===== src/rtl/uart_pkg.sv =====
// Shared UART definitions: receiver states, frame width and default bit timing.
package uart_pkg;

  typedef enum logic [2:0] {
    IDLE,
    START,
    DATA,
    STOP,
    WAIT_IDLE
  } state_t;

  localparam int DATA_BITS = 8;
  localparam int DEFAULT_CLOCKS_PER_BIT = 434;

endpackage


===== src/rtl/uart_sync2.sv =====
// Two-flop synchronizer for an asynchronous, idle-high serial line.
module uart_sync2 (
  input  logic clock,
  input  logic reset,
  input  logic d,
  output logic q
);

  logic meta;

  always_ff @(posedge clock or negedge reset) begin
    if (!reset) begin
      meta <= 1'b1;
      q    <= 1'b1;
    end else begin
      meta <= d;
      q    <= meta;
    end
  end

endmodule


===== src/rtl/uart_rx.sv =====
// 8N1 UART receiver: synchronizes rx, samples each bit at its centre and
// presents the byte with a one-cycle done strobe.
//
// state     | meaning
// IDLE      | line idle, waiting for a falling edge on rx_s
// START     | confirming the start bit at its centre
// DATA      | sampling 8 data bits, LSB first
// STOP      | sampling the stop bit at its centre
// WAIT_IDLE | framing error seen, waiting for the line to return high
module uart_rx
  import uart_pkg::*;
#(
  parameter int CLOCKS_PER_BIT = DEFAULT_CLOCKS_PER_BIT
) (
  input  logic                 clock,
  input  logic                 reset,
  input  logic                 rx,
  output logic [DATA_BITS-1:0] readdata,
  output logic                 done,
  output logic                 active,
  output logic                 frame_error
);

  localparam int CW = $clog2(CLOCKS_PER_BIT);
  localparam int IW = $clog2(DATA_BITS);
  localparam logic [CW-1:0] CNT_MAX  = CW'(CLOCKS_PER_BIT - 1);
  localparam logic [CW-1:0] CNT_HALF = CW'((CLOCKS_PER_BIT - 1) / 2);
  localparam logic [IW-1:0] LAST_BIT = IW'(DATA_BITS - 1);

  state_t               state, state_next;
  logic                 rx_s;
  logic [CW-1:0]        cnt;
  logic [IW-1:0]        bit_idx;
  logic [DATA_BITS-1:0] shift;
  logic                 cnt_clr;
  logic                 shift_en;
  logic                 done_d;
  logic                 ferr_d;

  uart_sync2 u_sync (
    .clock (clock),
    .reset (reset),
    .d     (rx),
    .q     (rx_s)
  );

  always_ff @(posedge clock or negedge reset) begin
    if (!reset) state <= IDLE;
    else        state <= state_next;
  end

  always_comb begin
    state_next = state;
    unique case (state)
      IDLE:      if (!rx_s) state_next = START;
      START:     if (cnt == CNT_HALF) state_next = rx_s ? IDLE : DATA;
      DATA:      if (cnt == CNT_MAX && bit_idx == LAST_BIT) state_next = STOP;
      STOP:      if (cnt == CNT_MAX) state_next = rx_s ? IDLE : WAIT_IDLE;
      WAIT_IDLE: if (rx_s) state_next = IDLE;
      default:   state_next = IDLE;
    endcase
  end

  always_comb begin
    active   = 1'b0;
    shift_en = 1'b0;
    done_d   = 1'b0;
    ferr_d   = 1'b0;
    unique case (state)
      START: active = 1'b1;
      DATA: begin
        active   = 1'b1;
        shift_en = (cnt == CNT_MAX);
      end
      STOP: begin
        active = 1'b1;
        done_d = (cnt == CNT_MAX) && rx_s;
        ferr_d = (cnt == CNT_MAX) && !rx_s;
      end
      default: ;
    endcase
  end

  // Idle states park the counter at zero; within DATA it restarts every bit.
  assign cnt_clr = (state_next != state) || (cnt == CNT_MAX) ||
                   (state == IDLE) || (state == WAIT_IDLE);

  always_ff @(posedge clock or negedge reset) begin
    if (!reset) begin
      cnt         <= '0;
      bit_idx     <= '0;
      shift       <= '0;
      readdata    <= '0;
      done        <= 1'b0;
      frame_error <= 1'b0;
    end else begin
      cnt         <= cnt_clr ? '0 : cnt + 1'b1;
      done        <= done_d;
      frame_error <= ferr_d;
      if (state == START) bit_idx <= '0;
      if (shift_en) begin
        shift   <= {rx_s, shift[DATA_BITS-1:1]};
        bit_idx <= bit_idx + 1'b1;
      end
      if (done_d) readdata <= shift;
    end
  end

endmodule


===== config.mk =====
export PLATFORM = sky130hd
export DESIGN_NAME = uart_rx
export DESIGN_NICKNAME = d
export VERILOG_FILES = /design/src/rtl/uart_pkg.sv /design/src/rtl/uart_sync2.sv /design/src/rtl/uart_rx.sv
export SDC_FILE = /design/constraint.sdc
export NUM_CORES = 1
export LEC_CHECK = 0
export CELL_PAD_IN_SITES_DETAIL_PLACEMENT = 0
export CELL_PAD_IN_SITES_GLOBAL_PLACEMENT = 2
export CORE_MARGIN = 2
export CORE_UTILIZATION = 36
export CTS_CLUSTER_DIAMETER = 40
export DETAILED_ROUTE_END_ITERATION = 12
export PLACE_DENSITY_LB_ADDON = 0.1
export SETUP_SLACK_MARGIN = 0.02
export SYNTH_ARGS = -nofsm -noshare
export SYNTH_HDL_FRONTEND = slang
export SYNTH_SLANG_ARGS = --single-unit

===== constraint.sdc =====
create_clock -name clock -period 2.25 [get_ports clock]
set_input_delay 0.225 -clock clock [delete_from_list [all_inputs] [get_ports clock]]
set_output_delay 0.225 -clock clock [all_outputs]
set_load 0.01 [all_outputs]

==> impl_metrics.yaml <==
critical_path:
  r2r_slack_ps: 240
  worst-path-buf-inv: 1
  worstSetupPathType: "reg2reg"
  cp.arrival_ps: 2180
  crit_end: "shift[4]"
  critPathRequiredTime_ps: 2420
  critPathMaxFanout: 8
  crit_slowest_cell: "dfrtp_1"
  cp.depth: 6
  cp-startpoint: "cnt[1]"
  worst_path_largest_cell_delay_ps: 410
  cp-start-kind: "register"
  worstRegToRegCells: 6
  path_cells: "inv_1, ha_1, nand4bb_1, or2_1, nor3_4, mux2_2"
  cp_top_family: "simple AND/OR/NAND/NOR gates"
  reg2reg_to: "shift[4]"
  end_kind: "register"
  reg2reg_from: "cnt[1]"
detailed_routing:
  vias_per_cell: 5.07
  drtPass1Iterations: 4
  ant_nets: 0
  drt_iter0_drc: 68
  drt_wl_total_um: 2900
  wl_per_cell_um: 13.9
  drc_errors: 0
  vias: 1055
clock_network:
  hold_buffers: 0
  clk-insertion-delay-late_ps: 280
  clock_path_buffers: 2
  cts_tree: "done"
  numClockSinks: 35
  root_buffer: "clkbuf_8"
  clk_pin_slew_ps: 70
  numCtsBuffers: 5
  htreeDepth: 2
  cts_resized: 0
  cts_setup_buffers: 0
hold_path:
  min_path_type: "in2async"
logic_synthesis:
  ys.flop_type: "dfrtp_1"
  synthArstFlopShare_pct: 100
  syn_area_um2: 1580
  syn-instance-count: 133
  yosysWarningCount: 0
  yosysSeqAreaShare_pct: 55.5
  avgSynthCellArea_um2: 11.9
  ys_ff_latch: 35
  synth_edf_count: 0
  ys_types: 35
  syn_nets: 141
power:
  pwr_density_cell_nw_per_um2: 681
  vdd_drop_max_mv: 0.373
  p_leak_uw: 0.000877
timing:
  tightest_slew_ps: 524
  setup_tns_ps: 0
  whs_ps: 341
  max_freq_mhz: 498
  relSlewSlack_pct: 64.9
  finClkSkew_ps: 5.88
  period_needed_ps: 2010
  setup_viol: 0
  hold_violations: 0
  post-route-period-util_pct: 89.3
  final_max_slew_viol_count: 0
  rsz0062_at_grt: "no"
placed_design:
  gp_congestion: 0.742
  io_buffer_count: 13
  dpl.hpwl_um: 2030
global_routing:
  antenna_found_initial: 0
  grt_usage_pct: 13.3
  grt_pass1_wl_um: 5130
  grt_max_degree: 36
  overflow: 0
  grt_pass1_vias: 1031
cells_and_area:
  area_growth_pct: 22.7
  drive_gt1_share_pct: 22.4
  layout_common_cells: "dfrtp_1 (33), mux2_2 (16), nor2_1 (13), clkdlybuf4s50_1 (13)"
  fin_nets: 163
  layout_commonest_cell: "dfrtp_1"
  diodes: 0
outcome:
  outcome: "complete, no violations"
floorplanning:
  initial_core_util_pct: 36.9
  fp.dieW_um: 70.3
  dieArea_um2: 4940
  die_h_um: 70.3
  fp-row-count: 24
  fp.coreArea_um2: 4290
  ios: 14
run:
  maxCapViolCount: 0
through the flow:
stage | total power [µW] | setup slack, ps | instance area [µm²] | utilization (%) | cells
3_5_place_dp | 664 | 227 | 1810 | 42.1 | 200
6_report | 1320 | 241 | 1940 | 45.2 | 208
4_1_cts | 1350 | 219 | 1940 | 45.2 | 208
5_1_grt | 1380 | 84.5 | 1940 | 45.2 | 208
2_1_floorplan | 646 | 386 | 1580 | - | 133
3_3_place_gp | 664 | 290 | 1810 | 42.1 | 200
cell usage after synthesis, drive strengths merged (2+ instances only):
library cell / n / share of area (%)
dfrtp: 33 / 52
mux2: 16 / 11
nor2: 13 / 3.1
nand3: 7 / 2.2
inv: 6 / 1.4
ha: 5 / 4.0
nand2: 5 / 1.2
xnor2: 5 / 2.8
o311ai: 4 / 2.2
and3: 3 / 1.2
clkbuf: 3 / 0.71
nor3: 3 / 1.7
a22oi: 2 / 0.95
buf: 2 / 0.63
dfstp: 2 / 3.3
nand2b: 2 / 0.79
nor4: 2 / 0.79
o211ai: 2 / 0.95
o21ai: 2 / 0.63
or2: 2 / 0.79
xor2: 2 / 1.1
final cells by class:
type | instances | area [µm²]
fill | 415 | 2350
sequential | 35 | 878
multi-input combinational | 87 | 661
timing repair buffer | 20 | 183
clock buffer | 6 | 72.6
tap | 52 | 65.1
clock inverter | 2 | 60.1
inverter | 6 | 22.5
kinds of logic (layout without fill, tap and decap cells):
kind of cell,count (synthesis),after routing,share of synthesized area [%]
and+or+nand+nor,44,44,15.6
muxes,16,16,11.4
adders and majority gates,5,5,3.95
DFF,35,35,55.5
buffers and inverters,11,34,2.77
xor gates and xnor gates,7,7,3.87
AOI/OAI and AO/OA,15,15,6.96
worst min path at each step:
| stage | to | cells after the start | slack, ps | start |
|---|---|---|---|---|
| after CTS | u_sync.meta | 1 | 330 | rx |
| final | state[1] | 2 | 340 | reset |
| after global placement | u_sync.q | 0 | 350 | u_sync.meta |
| after global routing | u_sync.meta | 1 | 330 | rx |
| after floorplan | bit_idx[0] | 0 | -70 | reset |
| after detailed placement | u_sync.q | 0 | 350 | u_sync.meta |
worst reg2reg max path, delay by kind of cell (launching register included):
| kind | cells | cell delay [ps] |
|---|---|---|
| and+or+nand+nor | 3 | 870 |
| adders and majority gates | 1 | 140 |
| buffers and inverters | 1 | 80 |
| muxes | 1 | 390 |
| DFF | 1 | 410 |
state kept, by name, summed over array words and instances (netlist names):
register     cells
bit_idx          3
cnt              9
u_sync.meta      1
state            3
u_sync.q         1
frame_error      1
done             1
shift            8
readdata         8
layer usage:
metal | part of all wire (%) | global-route usage (%) | up-vias
met4 | 0.93 | 5.13 | 0
met2 | 46 | 19.8 | 15
met1 | 49 | 17.8 | 521
met3 | 3.5 | 4.47 | 4
li1 | - | - | 515
met5 | 0 | 0 | -
where the power goes:
group          switching (µW)  internal (µW)
sequential               1.06            632
clock                     230            443
combinational            13.2           4.34
Note: power is estimated with default switching activity, not from simulation.
